===== config.mk =====
export PLATFORM = sky130hd
export DESIGN_NAME = ccg_bist_ctrl
export DESIGN_NICKNAME = d
export VERILOG_FILES = /design/src/rtl/ccg_bist_pkg.sv /design/src/rtl/ccg_misr.sv /design/src/rtl/ccg_bist_ctrl.sv
export SDC_FILE = /design/constraint.sdc
export NUM_CORES = 1
export LEC_CHECK = 0
export ABC_AREA = 1
export BUFFER_PORTS_ARGS = -buffer_cell sky130_fd_sc_hd__clkbuf_2
export CAP_MARGIN = 20
export CORE_ASPECT_RATIO = 1.5
export CORE_MARGIN = 2
export CORE_UTILIZATION = 56
export CTS_BUF_LIST = sky130_fd_sc_hd__clkbuf_4
export CTS_CLUSTER_DIAMETER = 50
export CTS_CLUSTER_SIZE = 40
export DETAILED_ROUTE_END_ITERATION = 7
export PLACE_DENSITY = 0.83
export SLEW_MARGIN = 30
export SYNTH_ARGS = -nofsm -noshare
export SYNTH_HDL_FRONTEND = slang
export SYNTH_SLANG_ARGS = --single-unit
export TNS_END_PERCENT = 100

===== constraint.sdc =====
create_clock -name clk -period 2.2 [get_ports clk]
set_input_delay 0.22 -clock clk [delete_from_list [all_inputs] [get_ports clk]]
set_output_delay 0.22 -clock clk [all_outputs]
set_load 0.05 [all_outputs]

===== src/rtl/ccg_bist_pkg.sv =====
// ---------------------------------------------------------------------------
// ccg_bist_pkg
// Shared definitions for the CCG BIST controller slice: the controller state
// encoding, stimulus/response widths, and the LFSR and MISR feedback taps.
// The one-step update functions are used by the controller for its pattern
// generator and by ccg_misr for signature compaction. The controller also
// uses the MISR step to look one update ahead.
// ---------------------------------------------------------------------------
package ccg_bist_pkg;

    localparam int PAT_W = 29;
    localparam int RSP_W = 28;

    // x^29 + x^27 + 1: feedback is cur[28] ^ cur[26]
    localparam logic [PAT_W-1:0] LFSR_TAPS = 29'h1400_0000;

    // x^28 + x^25 + 1: feedback is cur[27] ^ cur[24]
    localparam logic [RSP_W-1:0] MISR_TAPS = 28'h900_0000;

    typedef enum logic [1:0] {
        IDLE  = 2'd0,
        RUN   = 2'd1,
        DRAIN = 2'd2,
        DONE  = 2'd3
    } bist_state_e;

    // Shift left by one and insert the XOR of the tapped bits at bit 0
    function automatic logic [PAT_W-1:0] lfsrNext(input logic [PAT_W-1:0] cur);
        return {cur[PAT_W-2:0], ^(cur & LFSR_TAPS)};
    endfunction

    // Same shift/feedback structure, with the response folded in on every bit
    function automatic logic [RSP_W-1:0] misrNext(input logic [RSP_W-1:0] cur,
                                                  input logic [RSP_W-1:0] d);
        return {cur[RSP_W-2:0], ^(cur & MISR_TAPS)} ^ d;
    endfunction

endpackage


===== src/rtl/ccg_misr.sv =====
// ---------------------------------------------------------------------------
// ccg_misr
// 28-bit multiple-input signature register that compacts circuit responses.
// Ports:
//   clk  in   rising-edge clock
//   rst  in   synchronous active-high reset, clears the signature
//   clr  in   synchronous clear at the start of a run
//   en   in   fold d into the signature this cycle
//   d    in   response vector
//   q    out  current signature
// ---------------------------------------------------------------------------
module ccg_misr
    import ccg_bist_pkg::*;
(
    input  logic             clk,
    input  logic             rst,
    input  logic             clr,
    input  logic             en,
    input  logic [RSP_W-1:0] d,
    output logic [RSP_W-1:0] q
);

    // Clear has priority over update so a run always starts from a zero
    // signature, even if a stale enable were present on the start cycle.
    always_ff @(posedge clk) begin
        if (rst || clr) begin
            q <= '0;
        end else if (en) begin
            q <= misrNext(q, d);
        end
    end

endmodule


===== src/rtl/ccg_bist_ctrl.sv =====
// ---------------------------------------------------------------------------
// ccg_bist_ctrl
// BIST controller: applies N_PAT LFSR patterns to the circuit under test,
// compacts the responses (arriving RSP_LAT cycles later) into a MISR, and
// reports the final signature and a pass flag against a golden value.
// Ports:
//   clk        in   rising-edge clock
//   rst        in   synchronous active-high reset
//   start      in   one-cycle run request (accepted only in IDLE)
//   seed       in   LFSR seed, zero is replaced by 1
//   golden     in   expected signature
//   pat_out    out  stimulus vector
//   rsp_in     in   response vector
//   busy       out  run in progress
//   done       out  one-cycle end-of-run pulse
//   pass       out  signature matched golden
//   signature  out  final MISR value
// ---------------------------------------------------------------------------
module ccg_bist_ctrl
    import ccg_bist_pkg::*;
#(
    parameter int N_PAT   = 1024,
    parameter int RSP_LAT = 0
) (
    input  logic             clk,
    input  logic             rst,
    input  logic             start,
    input  logic [PAT_W-1:0] seed,
    input  logic [RSP_W-1:0] golden,
    output logic [PAT_W-1:0] pat_out,
    input  logic [RSP_W-1:0] rsp_in,
    output logic             busy,
    output logic             done,
    output logic             pass,
    output logic [RSP_W-1:0] signature
);

    localparam logic [15:0] LAST_PAT   = 16'(N_PAT - 1);
    localparam logic [2:0]  LAST_DRAIN = 3'(RSP_LAT - 1);

    bist_state_e      state_q;
    logic [PAT_W-1:0] lfsr_q;
    logic [RSP_W-1:0] golden_q;
    logic [15:0]      patCnt_q;
    logic [2:0]       drainCnt_q;
    logic             busy_q;
    logic             done_q;
    logic             pass_q;
    logic [RSP_W-1:0] sig_q;

    logic             capEn;
    logic             misrClr;
    logic [RSP_W-1:0] misr_q;
    logic [RSP_W-1:0] misr_d;
    logic [PAT_W-1:0] seedEff;

    assign misrClr = (state_q == IDLE) && start;
    assign seedEff = (seed == '0) ? PAT_W'(1) : seed;

    // Value the MISR will hold after this cycle; lets the final signature and
    // pass flag be registered on the same edge that raises done.
    assign misr_d = capEn ? misrNext(misr_q, rsp_in) : misr_q;

    // Capture qualification: a RUN cycle's response is valid RSP_LAT cycles
    // later, so the RUN flag is pushed down a shift register of that length.
    if (RSP_LAT == 0) begin : gNoDelay
        assign capEn = (state_q == RUN);
    end else begin : gDelay
        logic [RSP_LAT-1:0] vld_q;

        always_ff @(posedge clk) begin
            if (rst) begin
                vld_q <= '0;
            end else begin
                vld_q <= (vld_q << 1) | RSP_LAT'(state_q == RUN);
            end
        end

        assign capEn = vld_q[RSP_LAT-1];
    end

    ccg_misr uMisr (
        .clk (clk),
        .rst (rst),
        .clr (misrClr),
        .en  (capEn),
        .d   (rsp_in),
        .q   (misr_q)
    );

    // Main controller FSM. lfsr_q is the presented pattern itself: it is loaded
    // with the seed on start, advances on every RUN cycle except the last, and
    // then holds through DRAIN, DONE and IDLE.
    always_ff @(posedge clk) begin
        if (rst) begin
            state_q    <= IDLE;
            lfsr_q     <= '0;
            golden_q   <= '0;
            patCnt_q   <= '0;
            drainCnt_q <= '0;
            busy_q     <= 1'b0;
            done_q     <= 1'b0;
            pass_q     <= 1'b0;
            sig_q      <= '0;
        end else begin
            done_q <= 1'b0;
            unique case (state_q)
                IDLE: begin
                    if (start) begin
                        state_q  <= RUN;
                        lfsr_q   <= seedEff;
                        golden_q <= golden;
                        patCnt_q <= '0;
                        busy_q   <= 1'b1;
                    end
                end
                RUN: begin
                    patCnt_q <= patCnt_q + 16'd1;
                    if (patCnt_q == LAST_PAT) begin
                        drainCnt_q <= '0;
                        if (RSP_LAT == 0) begin
                            state_q <= DONE;
                            busy_q  <= 1'b0;
                            done_q  <= 1'b1;
                            sig_q   <= misr_d;
                            pass_q  <= (misr_d == golden_q);
                        end else begin
                            state_q <= DRAIN;
                        end
                    end else begin
                        lfsr_q <= lfsrNext(lfsr_q);
                    end
                end
                DRAIN: begin
                    if (drainCnt_q == LAST_DRAIN) begin
                        state_q <= DONE;
                        busy_q  <= 1'b0;
                        done_q  <= 1'b1;
                        sig_q   <= misr_d;
                        pass_q  <= (misr_d == golden_q);
                    end else begin
                        drainCnt_q <= drainCnt_q + 3'd1;
                    end
                end
                DONE: begin
                    state_q <= IDLE;
                end
                default: begin
                    state_q <= IDLE;
                end
            endcase
        end
    end

    assign pat_out   = lfsr_q;
    assign busy      = busy_q;
    assign done      = done_q;
    assign pass      = pass_q;
    assign signature = sig_q;

endmodule


# After elaboration in Yosys (flattened, before gate mapping)
# Index checks and enable logic that the tools add are counted.
# word_totals
ram_bits	0
in_bits	88
n_memories	0
reg_bits	137
rom_bits	0
latchBits	0
# op_classes
n_mul	0
n_lt_le_gt_ge	0
div_mod_pow	0
n_shift	0
bitwise_logic	1
n_reduce_logical	16
n_eq_ne	11
addsub	2
muxes	27
# op_table
op	n
$mux 29	3
$mux 28	3
$pmux 29 s2	1
$pmux 28 s2	1
$pmux 16 s2	1
$logic_not 29->1	1
$reduce_xor 29->1	1
$eq 28x28->1	1
$reduce_xor 28->1	1
$xor 28x28->28	1
$add 16x1->16 const B	1
$eq 16x10->1 const B	1
$mux 16	1
$reduce_and 3->1	4
$ne 2x2->1 const B	4
$pmux 2 s4	1
$mux 1	7
$mux 2	3
$mux 3	2
$pmux 3 s2	1
$eq 2x2->1 const B	2
$pmux 1 s2	2
$reduce_and 2->1	2
$reduce_and 4->1	1
10 further kinds	11

# Depth between registers and ports, before layout
# Gate-level depths: netlist (run 1).
# logic_depth
depth_word	6
mapped_depth	15
ltp_nobuf	14

# By module
# A second synthesis (run 1) with hierarchy kept.
# unflattened
cells_unflattened	1016
hier_area_um2	6935.4
# modules_own_cells
module	instances	seq_area_each_um2	cells_each	area_per_inst_um2
ccg_bist_ctrl	1	2182.1	831	5570.3
ccg_misr	1	560.5	185	1365.1

# Least setup slack after synthesis (run 1)
# Ideal clock, no wire load.
# synth_timing
kind	flip-flop to flip-flop
start	register state_q[0]
end	register patCnt_q[15]
n_path_buf	0
slack_ps	437
setup_ps	121
required_ps	2079
arrival_ps	1642
stages_incl_launch_ff	12
cell_sequence	dfxtp_1 -> inv_1 -> ha_1 -> inv_2 -> or2_1 -> nand2_4 -> nor2_2 -> nand3_1 -> nor2_1 -> nand2_1 -> nor3_1 -> nor3_2
# synth_via
elab_chain_cells	3
word_cells_on_any_way	6
# synth_lines
element	line_no	rtl
start, declared	ccg_bist_ctrl.sv:41	bist_state_e state_q;
start signal, assigned	ccg_bist_ctrl.sv:96	state_q <= IDLE;
start signal, assigned	ccg_bist_ctrl.sv:110	state_q <= RUN;
start signal, assigned	ccg_bist_ctrl.sv:122	state_q <= DONE;
$eq 2x1->1 / $logic_not 2->1 (equally long branches)	ccg_bist_ctrl.sv:107	unique case (state_q)
$reduce_bool 2->1 (no line) / $ne 2x2->1 (equally long branches)	-	
$reduce_and 2->1 (no line)	-	
end signal, assigned	ccg_bist_ctrl.sv:118	patCnt_q <= patCnt_q + 16'd1;
end, declared	ccg_bist_ctrl.sv:44	logic [15:0] patCnt_q;
# Several ways; a longest one is shown, not always the timed one.
# A chain may end at the register's enable or synchronous reset.

# Worst setup path in the final report (run 1)
# layout_timing
start	register state_q[1]
end	register pass_q (netlist: pass)
# layout_via
elab_chain_cells	5
word_cells_on_any_way	11
# layout_lines
element	line_no	rtl
$eq 2x1->1	ccg_bist_ctrl.sv:67, ccg_bist_ctrl.sv:107	
$mux 28	-	
$eq 28x28->1	ccg_bist_ctrl.sv:126, ccg_bist_ctrl.sv:140	
$mux 1, on equally long branches	ccg_bist_ctrl.sv:135, ccg_bist_ctrl.sv:119	
$pmux 1 s2	ccg_bist_ctrl.sv:107	
end signal, assigned	ccg_bist_ctrl.sv:126	pass_q <= (misr_d == golden_q);
end signal, assigned	ccg_bist_ctrl.sv:140	pass_q <= (misr_d == golden_q);
end, declared	ccg_bist_ctrl.sv:48	logic pass_q;
# Several ways; a longest one is shown, not always the timed one. The select of a mux whose other input is x is not followed.

==> results of run 1 <==
[layer usage]
layer	wire length [um]	GRT usage, %	share of wire, %
met5	0	0	0
met4	635	12.0	3.7
met1	6670	30.8	39
met3	1120	6.84	6.5
met2	8770	52.4	51
[synth_stat cells (3+ instances only)]
library cell / n
nor4_1: 8
a211oi_1: 9
nand2_1: 175
buf_2: 13
inv_2: 8
nor2_2: 4
buf_4: 4
dfxtp_1: 137
ha_1: 7
buf_6: 3
inv_1: 62
nand3_1: 36
nand2_2: 3
nor3_1: 6
nor3b_1: 4
o211ai_1: 9
o21ai_0: 95
xnor2_1: 22
nor2_1: 75
or2_2: 15
clkbuf_1: 23
nand4_1: 4
a21oi_1: 112
[placed cells by master (no fill, tap or decap), types with 9 or more instances in the layout]
master / instances
or2_2: 15
xnor2_1: 22
a211oi_1: 9
dlygate4sd3_1: 49
a21oi_1: 112
nand3_1: 36
dfxtp_1: 136
o21ai_0: 95
nand2_1: 174
o211ai_1: 9
inv_1: 61
clkbuf_2: 147
nor2_1: 75
clkbuf_4: 18
inv_2: 10
buf_4: 12
[timing repair]
item / 4_1_cts / 5_1_grt
setup endpoints to repair: 0 / 3
hold endpoints to repair: 47 / 1
resized for setup: 0 / 2
hold buffers: 48 / 1
[state kept, by name, indices dropped and copies added (netlist names)]
signal and count:
golden_q 28, done 1, pass 1, uMisr.q 28, drainCnt_q 3, state_q 2
pat_out 29, patCnt_q 16, signature 28, busy 1
[through the flow]
| step | power (uW) | hold WS [ns] | utilization [%] | instance area [um2] | setup WS (ns) |
|---|---|---|---|---|---|
| after floorplan | 8310 | 0.363 | - | 6270 | 0.437 |
| after global placement | 9650 | 0.433 | 65.2 | 7170 | 0.223 |
| after detailed placement | 9770 | 0.441 | 65.2 | 7170 | 0.182 |
| after CTS | 11900 | 0.0106 | 72.9 | 8020 | 0.147 |
| after global routing | 12800 | 0.00907 | 73.3 | 8060 | 0.0102 |
| final | 12000 | 0.0278 | 73.3 | 8060 | 0.206 |
[path summary, 6_finish.rpt]
kind / depth (start not counted) / endpoint / slack, ns
worst max-delay path: 13 / pass / 0.21
worst min-delay path: 3 / golden_q[4] / 0.03
worst max register to register: 13 / pass / 0.21
worst min register to register: 2 / busy / 0.46
[power by group]
| group | switching, uW | internal, uW | leakage [uW] | total (uW) |
|---|---|---|---|---|
| combinational | 4280 | 1930 | 0.00232 | 6210 |
| clock | 923 | 1130 | 0.000191 | 2060 |
| sequential | 500 | 3250 | 0.00113 | 3750 |
[worst register-to-register path, stage by stage (launching register included)]
cell and delay (ns):
dfxtp_1 0.39, inv_2 0.08, ha_4 0.20, buf_12 0.16, or2_2 0.32, nand2_1 0.12, nand2_1 0.06, nand2_1 0.05
nand2_1 0.06, nor2_1 0.14, nand2_1 0.07, nor2_1 0.09, nand3_1 0.08, a21oi_1 0.11
[area by class of cell]
type	count	area, um2
multi-input combinational	605	3060
fill	882	2940
sequential	137	2740
timing repair buffer	214	1440
inverter	71	267
clock inverter	14	228
tap	147	184
clock buffer	18	135
antenna	1	2.50
[logic make-up (layout without fill, tap and decap cells)]
| family | Yosys count | after routing | share of synthesized area (%) |
|---|---|---|---|
| AOI/OAI and AO/OA | 235 | 235 | 20.2 |
| xor gates and xnor gates | 24 | 24 | 3.35 |
| adders and majority gates | 7 | 7 | 1.40 |
| buffers and inverters | 116 | 317 | 7.80 |
| DFF | 137 | 137 | 43.7 |
| other | 0 | 1 | 0 |
| and+or+nand+nor | 339 | 339 | 23.5 |
==> key figures, run 1 <==
Outcome
  – Status: finished, final reports clean

Global route
  – Global-route wire length before repair: 28200 um
  – Initial antenna violation count: 1
  – Gr ovfl total: 0
  – Largest net degree at the start of global routing: 48
  – Gr usage total: 28.4%
  – Vias in the first global route: 6322

Power
  – PwrDens: 1490 nW/um2
  – P_leak: 0.00364 uW
  – Worst vdd ir: 0.895 mV

Logic synthesis
  – Synth top area cells: dfxtp_1 44%, nand2_1 10%, a21oi_1 8.9%
  – Cell count after synthesis: 858
  – Synth Net Count: 953
  – EDFF count, synth: 0
  – Synth top area share: 43.7%
  – Synth unique cells: 39
  – Area leader, netlist: dfxtp_1
  – Ys Warns: 0
  – Synthesized area per cell: 7.31 um2
  – Cell Area, Synth: 6270 um2
  – Ys flop type: dfxtp_1
  – #FFs+latches synth: 137
  – Sequential share of the synthesized area: 43.7%
  – Async set or reset register ratio after synthesis: 0%

CTS
  – Longest Clk Path Bufs: 2
  – CTS Buf Count: 17
  – # Post-CTS Setup Buffers: 0
  – Skew-Pair Late Insertion Delay: 0.54 ns
  – Root Buffer: clkbuf_4
  – CTS tree: built
  – Clock Pin Slew Worst Setup and Hold Paths: 0.12 ns
  – H-tree levels: 4
  – Clk sink count: 137

Place
  – Placed insts: 1124
  – Hpwl dp: 11400 um
  – I/O Buffers: 147
  – Final GP Congestion: 0.903

Routing
  – Routed via count: 6513
  – Post-DRT Antenna Nets: 0
  – DR DRC count: 0
  – Vias per cell: 5.40
  – WL/cell: 14.3 um
  – Iter 0 DRT Violations: 335
  – First-pass detailed-route iteration total: 5
  – WL final: 17200 um

Critical path
  – Worst reg2reg path startpoint: state_q[1]
  – Crit path cell chain: inv_2 -> ha_4 -> buf_12 -> or2_2 -> nand2_1 -> nand2_1 -> nand2_1 -> nand2_1 -> nor2_1 -> nand2_1 -> nor2_1 -> nand3_1 -> a21oi_1
  – Crit path launch: state_q[1]
  – CP peak stage delay: 0.39 ns
  – Crit end category: flip-flop
  – Crit path max-delay cell type: dfxtp_1
  – Setup CP Type: flip-flop to flip-flop
  – Max Fanout on Critical Path: 19
  – CP top delay family: simple AND/OR/NAND/NOR gates
  – Startpoint Class: flip-flop
  – CP Buf/Inv Count: 2
  – CP arrival: 2.46 ns
  – Most used cell, CP: nand2_1
  – Req. time, crit path: 2.67 ns

Floorplan
  – Die area: 12100 um2
  – Core ar.: 11000 um2
  – Initial Util: 57.0%
  – # IOs: 148
  – Die Y: 134 um
  – Die width: 90.4 um
  – Core Rows: 47

Cells and area
  – Post-Layout Cell Count: 1207
  – P&R area growth vs syn: 28.4%
  – Share of layout cells above drive strength 1: 22.6%
  – Nets: 1141

Timing
  – Max-slew headroom: 73.8%
  – Final worst path period need: 1.99 ns
  – Final setup violation count: 0
  – Clk_skew: 0.0149 ns
  – Max Slew Vio Count: 0
  – Final Hold Fails: 0
  – Setup_tns: 0 ns
  – Tcrit/Tclk final: 90.6%
  – Unrepaired setup endpoints after global routing: false
  – Fmax: 502 MHz
  – Slew of the pin with the lowest slew margin: 0.389 ns

Job
  – Max-Cap Viols: 0

Worst hold path
  – Hold Path Origin: golden[4]
  – Min-Delay Path Class: input port to flip-flop
Power figures use the tool's default switching activity.
==> run 2: changes to the inputs <==
--- a/config.mk
+++ b/config.mk
@@ -11,10 +11,11 @@
 export CORE_ASPECT_RATIO = 1.5
 export CORE_MARGIN = 2
 export CORE_UTILIZATION = 56
-export CTS_BUF_LIST = sky130_fd_sc_hd__clkbuf_4
+export CTS_BUF_LIST = sky130_fd_sc_hd__clkbuf_2 sky130_fd_sc_hd__clkbuf_4 sky130_fd_sc_hd__clkbuf_8
 export CTS_CLUSTER_DIAMETER = 50
 export CTS_CLUSTER_SIZE = 40
 export DETAILED_ROUTE_END_ITERATION = 7
+export MAX_ROUTING_LAYER = met4
 export PLACE_DENSITY = 0.83
 export SLEW_MARGIN = 30
 export SYNTH_ARGS = -nofsm -noshare
==> run 2 against run 1 <==
- first-iteration DRC count down 0.90%
- clock skew down 0.0045 ns
- final cell count down 4.1%
- sequential cell count unchanged
- hold slack worse by 0.0027 ns
- non-clock buffer count down 49
- via count down 4.3%
- routed wire length down 7.3%
- sequential power about the same
- design area down 4.5%
- critical path type unchanged
==> key figures, run 2 (same netlist as run 1, synthesis figures left out) <==
Routing
  – Vias per cell: 5.39 (was 5.40)
  – DR DRC count: 0 (unchanged)
  – Post-DRT Antenna Nets: 0 (unchanged)
  – WL final: 15900 um (was 17200 um)
  – WL/cell: 13.8 um (was 14.3 um)
  – Iter 0 DRT Violations: 332 (was 335)
  – First-pass detailed-route iteration total: 5 (unchanged)
  – Routed via count: 6234 (was 6513)

Cells and area
  – Post-Layout Cell Count: 1157 (was 1207)
  – P&R area growth vs syn: 22.6% (was 28.4%)
  – Multi-input gate area: 3060 um2 (unchanged)
  – Commonest non-fill, non-tap cells in the layout: 174 x nand2_1, 147 x clkbuf_2, 135 x dfxtp_1 (was 174 x nand2_1, 147 x clkbuf_2, 136 x dfxtp_1)
  – Register Area: 2750 um2 (was 2740 um2)
  – Diode count: 0 (was 1)
  – Fillers: 947 (was 882)
  – Nets: 1092 (was 1141)
  – Commonest non-fill, non-tap cell in the layout: nand2_1 (unchanged)
  – Max FFs per register: 29 (unchanged)
  – Finished Cell Area: 7690 um2 (was 8060 um2)
  – Share of layout cells above drive strength 1: 23.9% (was 22.6%)

CTS
  – Root Buffer: clkbuf_8 (was clkbuf_4)
  – Hold Buf Count CTS: 0 (was 48)
  – CTS tree: built (unchanged)
  – H-tree levels: 4 (unchanged)
  – Skew-Pair Late Insertion Delay: 0.44 ns (was 0.54 ns)
  – Longest Clk Path Bufs: 2 (unchanged)
  – Clk sink count: 137 (unchanged)
  – CTS Buf Count: 17 (unchanged)
  – Clock Pin Slew Worst Setup and Hold Paths: 0.08 ns (was 0.12 ns)

Global route
  – Gr usage total: 27.5% (was 28.4%)
  – Largest net degree at the start of global routing: 48 (unchanged)
  – Gr ovfl total: 0 (unchanged)
  – Global-route wire length before repair: 26400 um (was 28200 um)
  – Initial antenna violation count: 0 (was 1)
  – Vias in the first global route: 6065 (was 6322)

Floorplan
  – Die width: 90.4 um (unchanged)
  – Initial Util: 57.0% (unchanged)
  – # IOs: 148 (unchanged)
  – Core Rows: 47 (unchanged)
  – Core ar.: 11000 um2 (unchanged)
  – Die Y: 134 um (unchanged)
  – Die area: 12100 um2 (unchanged)

Timing
  – Worst setup margin: 0.204 ns (was 0.206 ns)
  – Tcrit/Tclk final: 90.7% (was 90.6%)
  – Final Hold Fails: 0 (unchanged)
  – Max Slew Vio Count: 0 (unchanged)
  – Final worst path period need: 2.00 ns (was 1.99 ns)
  – Slew of the pin with the lowest slew margin: 0.402 ns (was 0.389 ns)
  – Max-slew headroom: 72.9% (was 73.8%)
  – Fmax: 501 MHz (was 502 MHz)
  – Min Hold Slack: 0.0251 ns (was 0.0278 ns)
  – Final setup violation count: 0 (unchanged)
  – Clk_skew: 0.0105 ns (was 0.0149 ns)
  – Setup_tns: 0 ns (unchanged)
  – Unrepaired setup endpoints after global routing: false (unchanged)

Place
  – I/O Buffers: 147 (unchanged)
  – Final GP Congestion: 0.919 (was 0.903)
  – Pre-CTS WS: 0.182 ns (unchanged)
  – Post-DP Area: 7170 um2 (unchanged)
  – Placed insts: 1124 (unchanged)
  – Hpwl dp: 11400 um (unchanged)

Outcome
  – Status: finished, final reports clean (unchanged)

Job
  – Max-Cap Viols: 0 (unchanged)

Power
  – PwrDens: 1600 nW/um2 (was 1490 nW/um2)
  – P_leak: 0.00349 uW (was 0.00364 uW)
  – Worst vdd ir: 0.936 mV (was 0.895 mV)

Critical path
  – Max Fanout on Critical Path: 19 (unchanged)
  – Crit path cell chain: inv_1 -> ha_4 -> buf_12 -> inv_2 -> nand2_2 -> nand2_4 -> nor2_4 -> inv_2 -> nor2_2 -> nand2_1 -> nor2_2 -> nand4_1 -> nor3b_2 (was inv_2 -> ha_4 -> buf_12 -> or2_2 -> nand2_1 -> nand2_1 -> nand2_1 -> nand2_1 -> nor2_1 -> nand2_1 -> nor2_1 -> nand3_1 -> a21oi_1)
  – Setup CP Type: flip-flop to flip-flop (unchanged)
  – Crit end category: flip-flop (unchanged)
  – Startpoint Class: flip-flop (unchanged)
  – Req. time, crit path: 2.52 ns (was 2.67 ns)
  – R2R cell count: 13 (unchanged)
  – Crit path max-delay cell type: dfxtp_2 (was dfxtp_1)
  – CP peak stage delay: 0.33 ns (was 0.39 ns)
  – CP arrival: 2.32 ns (was 2.46 ns)

Worst hold path
  – Min-Delay Path Class: input port to flip-flop (unchanged)
  – Worst hold path stage count: 3 (unchanged)
[run 2: worst paths after layout]
check / start / to / slack [ns]
setup / recovery: state_q[1] / patCnt_q[14] / 0.20
hold / removal: seed[14] / pat_out[14] / 0.03
setup reg to reg: state_q[1] / patCnt_q[14] / 0.20
hold reg to reg: busy / busy / 0.46
[run 2: cell type report]
cell class / instances / area share, %
clock buffer: 20 / 3.50
clock inverter: 12 / 2.86
inverter: 71 / 3.47
multi-input combinational: 605 / 39.7
sequential: 137 / 35.7
tap: 147 / 2.39
timing repair buffer: 165 / 12.4
[run 2: critical path: cells and delay by family (launching register included)]
| family | cells | cell delay [ns] |
|---|---|---|
| and+or+nand+nor | 8 | 0.94 |
| buffers and inverters | 4 | 0.39 |
| DFF | 1 | 0.33 |
| adders and majority gates | 1 | 0.21 |
[run 2: where the power goes]
part           switching, uW  total (uW)  internal, uW
Clock                    969        2500          1540
Combinational           4210        6080          1870
Sequential               493        3750          3250
[run 2: layer usage]
layer | part of all wire [%] | routed length (um) | vias to the layer above | global-route usage [%]
met5 | 0 | 0 | - | -
met4 | 2.6 | 419 | 0 | 11.6
met3 | 6.2 | 983 | 29 | 5.77
met2 | 51 | 8200 | 214 | 49.1
met1 | 40 | 6340 | 2865 | 29.5
li1 | - | - | 3126 | -
[run 2: repair_timing]
item	in CTS	in global routing
gates resized for setup	0	2
setup buffers	0	0
endpoints found under the setup margin	0	4
[run 2: stage by stage]
step	utilization, %	power (uW)
after floorplan	-	8310
after global placement	65.2	9650
after detailed placement	65.2	9770
after CTS	69.7	12300
after global routing	69.9	13100
final	69.9	12300
==> run 3: changes to the inputs <==
--- a/config.mk
+++ b/config.mk
@@ -9,14 +9,14 @@
 export BUFFER_PORTS_ARGS = -buffer_cell sky130_fd_sc_hd__clkbuf_2
 export CAP_MARGIN = 20
 export CORE_ASPECT_RATIO = 1.5
-export CORE_MARGIN = 2
-export CORE_UTILIZATION = 56
+export CORE_MARGIN = 8
+export CORE_UTILIZATION = 60
 export CTS_BUF_LIST = sky130_fd_sc_hd__clkbuf_2 sky130_fd_sc_hd__clkbuf_4 sky130_fd_sc_hd__clkbuf_8
 export CTS_CLUSTER_DIAMETER = 50
 export CTS_CLUSTER_SIZE = 40
 export DETAILED_ROUTE_END_ITERATION = 7
 export MAX_ROUTING_LAYER = met4
-export PLACE_DENSITY = 0.83
+export PLACE_DENSITY = 0.88
 export SLEW_MARGIN = 30
 export SYNTH_ARGS = -nofsm -noshare
 export SYNTH_HDL_FRONTEND = slang
==> constraint.sdc (replaced) <==
create_clock -name clk -period 2.55 [get_ports clk]
set_input_delay 0.255 -clock clk [delete_from_list [all_inputs] [get_ports clk]]
set_output_delay 0.255 -clock clk [all_outputs]
set_load 0.05 [all_outputs]
==> run 3 against run 2 <==
- non-clock buffer count fell by 5
- hold slack better by 0.024 ns
- design area decreased by 1.6%
- maximum frequency shrank 8.5%
- sequential power fell by 14%
- final cell count fell by 3.0%
- register-to-register slack gained 0.16 ns
- via count decreased by 0.79%
- power fell by 15%
- die area rose by 16%
- utilization up 4.7 points
==> key figures, run 3 (same netlist as run 1, synthesis figures left out) <==
Timing
  – Final setup violation count: 0 (unchanged)
  – Worst setup margin: 0.368 ns (was 0.204 ns)
  – Clk_skew: 0.0110 ns (was 0.0105 ns)
  – Min Hold Slack: 0.0492 ns (was 0.0251 ns)
  – Unrepaired setup endpoints after global routing: false (unchanged)
  – Setup_tns: 0 ns (unchanged)
  – Max-slew headroom: 62.1% (was 72.9%)
  – Tcrit/Tclk final: 85.6% (was 90.7%)
  – Final Hold Fails: 0 (unchanged)
  – Max Slew Vio Count: 0 (unchanged)
  – Slew of the pin with the lowest slew margin: 0.568 ns (was 0.402 ns)
  – Final worst path period need: 2.18 ns (was 2.00 ns)
  – Fmax: 458 MHz (was 501 MHz)

Critical path
  – Worst reg-to-reg setup slack: 0.37 ns (was 0.20 ns)
  – CP Depth: 10 (was 13)
  – CP arrival: 2.55 ns (was 2.32 ns)
  – Max Fanout on Critical Path: 39 (was 19)
  – CP top delay family: buffers and inverters (was simple AND/OR/NAND/NOR gates)
  – Worst reg2reg path startpoint: state_q[0] (was state_q[1])
  – Startpoint Class: flip-flop (unchanged)
  – FF-to-FF End: pat_out[4] (was patCnt_q[14])
  – Crit end category: flip-flop (unchanged)
  – R2R cell count: 10 (was 13)
  – CP Buf/Inv Count: 4 (unchanged)
  – Crit path cell chain: inv_1 -> ha_1 -> inv_2 -> or2_1 -> nand2_4 -> inv_2 -> nand2_1 -> inv_2 -> o21ai_0 -> a21oi_1 (was inv_1 -> ha_4 -> buf_12 -> inv_2 -> nand2_2 -> nand2_4 -> nor2_4 -> inv_2 -> nor2_2 -> nand2_1 -> nor2_2 -> nand4_1 -> nor3b_2)
  – Most used cell, CP: inv_2
  – CP peak stage delay: 0.42 ns (was 0.33 ns)
  – Req. time, crit path: 2.91 ns (was 2.52 ns)
  – Crit path max-delay cell type: dfxtp_1 (was dfxtp_2)
  – Setup CP Type: flip-flop to flip-flop (unchanged)

Floorplan
  – # IOs: 148 (unchanged)
  – Die width: 99.5 um (was 90.4 um)
  – Die Y: 141 um (was 134 um)
  – Die area: 14000 um2 (was 12100 um2)
  – Core ar.: 10100 um2 (was 11000 um2)
  – Core Rows: 45 (was 47)
  – Initial Util: 61.9% (was 57.0%)

CTS
  – CTS tree: built (unchanged)
  – CTS Buf Count: 17 (unchanged)
  – Longest Clk Path Bufs: 2 (unchanged)
  – H-tree levels: 4 (unchanged)
  – Clk sink count: 137 (unchanged)
  – # Post-CTS Setup Buffers: 0 (unchanged)
  – Root Buffer: clkbuf_8 (unchanged)
  – Post-CTS Resized: 0 (unchanged)
  – Clock Pin Slew Worst Setup and Hold Paths: 0.08 ns (about the same)
  – Hold Buf Count CTS: 0 (unchanged)
  – Skew-Pair Late Insertion Delay: 0.44 ns (about the same)

Cells and area
  – Commonest non-fill, non-tap cell in the layout: nand2_1 (unchanged)
  – Fillers: 766 (was 947)
  – Diode count: 0 (unchanged)
  – Commonest non-fill, non-tap cells in the layout: 174 x nand2_1, 147 x clkbuf_2, 137 x dfxtp_1 (was 174 x nand2_1, 147 x clkbuf_2, 135 x dfxtp_1)
  – Finished Cell Area: 7570 um2 (was 7690 um2)
  – Max FFs per register: 29 (unchanged)
  – Share of layout cells above drive strength 1: 23.3% (was 23.9%)
  – Post-Layout Cell Count: 1122 (was 1157)
  – P&R area growth vs syn: 20.6% (was 22.6%)
  – Nets: 1087 (was 1092)

Place
  – Final GP Congestion: 0.878 (was 0.919)
  – I/O Buffers: 147 (unchanged)
  – Hpwl dp: 11800 um (was 11400 um)
  – Pre-CTS WS: 0.469 ns (was 0.182 ns)
  – Placed insts: 1090 (was 1124)
  – Post-DP Area: 7080 um2 (was 7170 um2)

Global route
  – Largest net degree at the start of global routing: 59 (was 48)
  – Global-route wire length before repair: 27500 um (was 26400 um)
  – Initial antenna violation count: 0 (unchanged)
  – Gr ovfl total: 0 (unchanged)
  – Gr usage total: 24.7% (was 27.5%)
  – Vias in the first global route: 6228 (was 6065)

Worst hold path
  – Min-Delay Path Class: input port to flip-flop (unchanged)
  – Worst hold path stage count: 3 (unchanged)
  – Hold path endpoint: pat_out[15] (was pat_out[14])
  – Hold Path Origin: seed[15] (was seed[14])

Job
  – Max-Cap Viols: 0 (unchanged)

Outcome
  – Status: finished, final reports clean (unchanged)

Power
  – Worst vdd ir: 0.959 mV (was 0.936 mV)
  – P_leak: 0.00343 uW (was 0.00349 uW)
  – PwrDens: 1380 nW/um2 (was 1600 nW/um2)

Routing
  – First-pass detailed-route iteration total: 5 (unchanged)
  – Vias per cell: 5.51 (was 5.39)
  – DR DRC count: 0 (unchanged)
  – Iter 0 DRT Violations: 298 (was 332)
  – Post-DRT Antenna Nets: 0 (unchanged)
  – WL final: 16500 um (was 15900 um)
  – Routed via count: 6185 (was 6234)
  – WL/cell: 14.7 um (was 13.8 um)
==> run 3: cell types whose count changed in the layout (fill, tap and decap cells not counted), moves of 2 or more <==
cell	delta
clkbuf_8	-2
clkinvlp_4	+3
buf_4	-2
buf_12	-2
dfxtp_1	+2
clkinv_4	+2
clkinv_2	-2
dfxtp_2	-2
==> run 3: worst max-delay path by stage <==
| stage | start | end | slack (ns) |
|---|---|---|---|
| global placement | state_q[1] | pass | 0.54 |
| finish | state_q[0] | pat_out[4] | 0.37 |
| CTS | state_q[0] | pat_out[4] | 0.40 |
| detailed placement | state_q[0] | pat_out[2] | 0.47 |
| global route | state_q[0] | pat_out[19] | 0.14 |
| floorplan | state_q[0] | patCnt_q[15] | 0.79 |
==> run 3: per-layer routing <==
layer | routed length, um | vias up | global-route usage, % | part of all wire [%]
li1 | - | 3106 | - | -
met1 | 6770 | 2804 | 25.9 | 41
met2 | 7970 | 221 | 41.0 | 48
met3 | 1140 | 54 | 6.65 | 6.9
met4 | 609 | 0 | 14.2 | 3.7
met5 | 0 | - | - | 0
==> run 3: power by group <==
| group | internal (uW) | switching (uW) | total (uW) |
|---|---|---|---|
| combinational | 1490 | 3600 | 5090 |
| sequential | 2800 | 432 | 3240 |
| clock | 1260 | 856 | 2120 |
| total | 5560 | 4890 | 10500 |
==> run 3: worst min-delay path, stage by stage <==
cell and delay, ns:
clkbuf_2 0.09, nand2_1 0.06, a21oi_1 0.05
==> run 3: per-stage QoR <==
stage | utilization, % | power [uW]
2_1_floorplan | - | 7170
3_3_place_gp | 69.9 | 8180
3_5_place_dp | 69.9 | 8300
4_1_cts | 74.7 | 10500
5_1_grt | 74.7 | 11200
6_report | 74.7 | 10500
==> run 3: area by class of cell <==
type / count / area, um2 / share of cell area [%]
multi-input cells: 605 / 3060 / 40.4
flip-flops and latches: 137 / 2740 / 36.2
repair buffers: 160 / 871 / 11.5
inverters: 71 / 267 / 3.52
clock inverters: 15 / 250 / 3.31
clock buffers: 17 / 234 / 3.09
well taps: 117 / 146 / 1.93
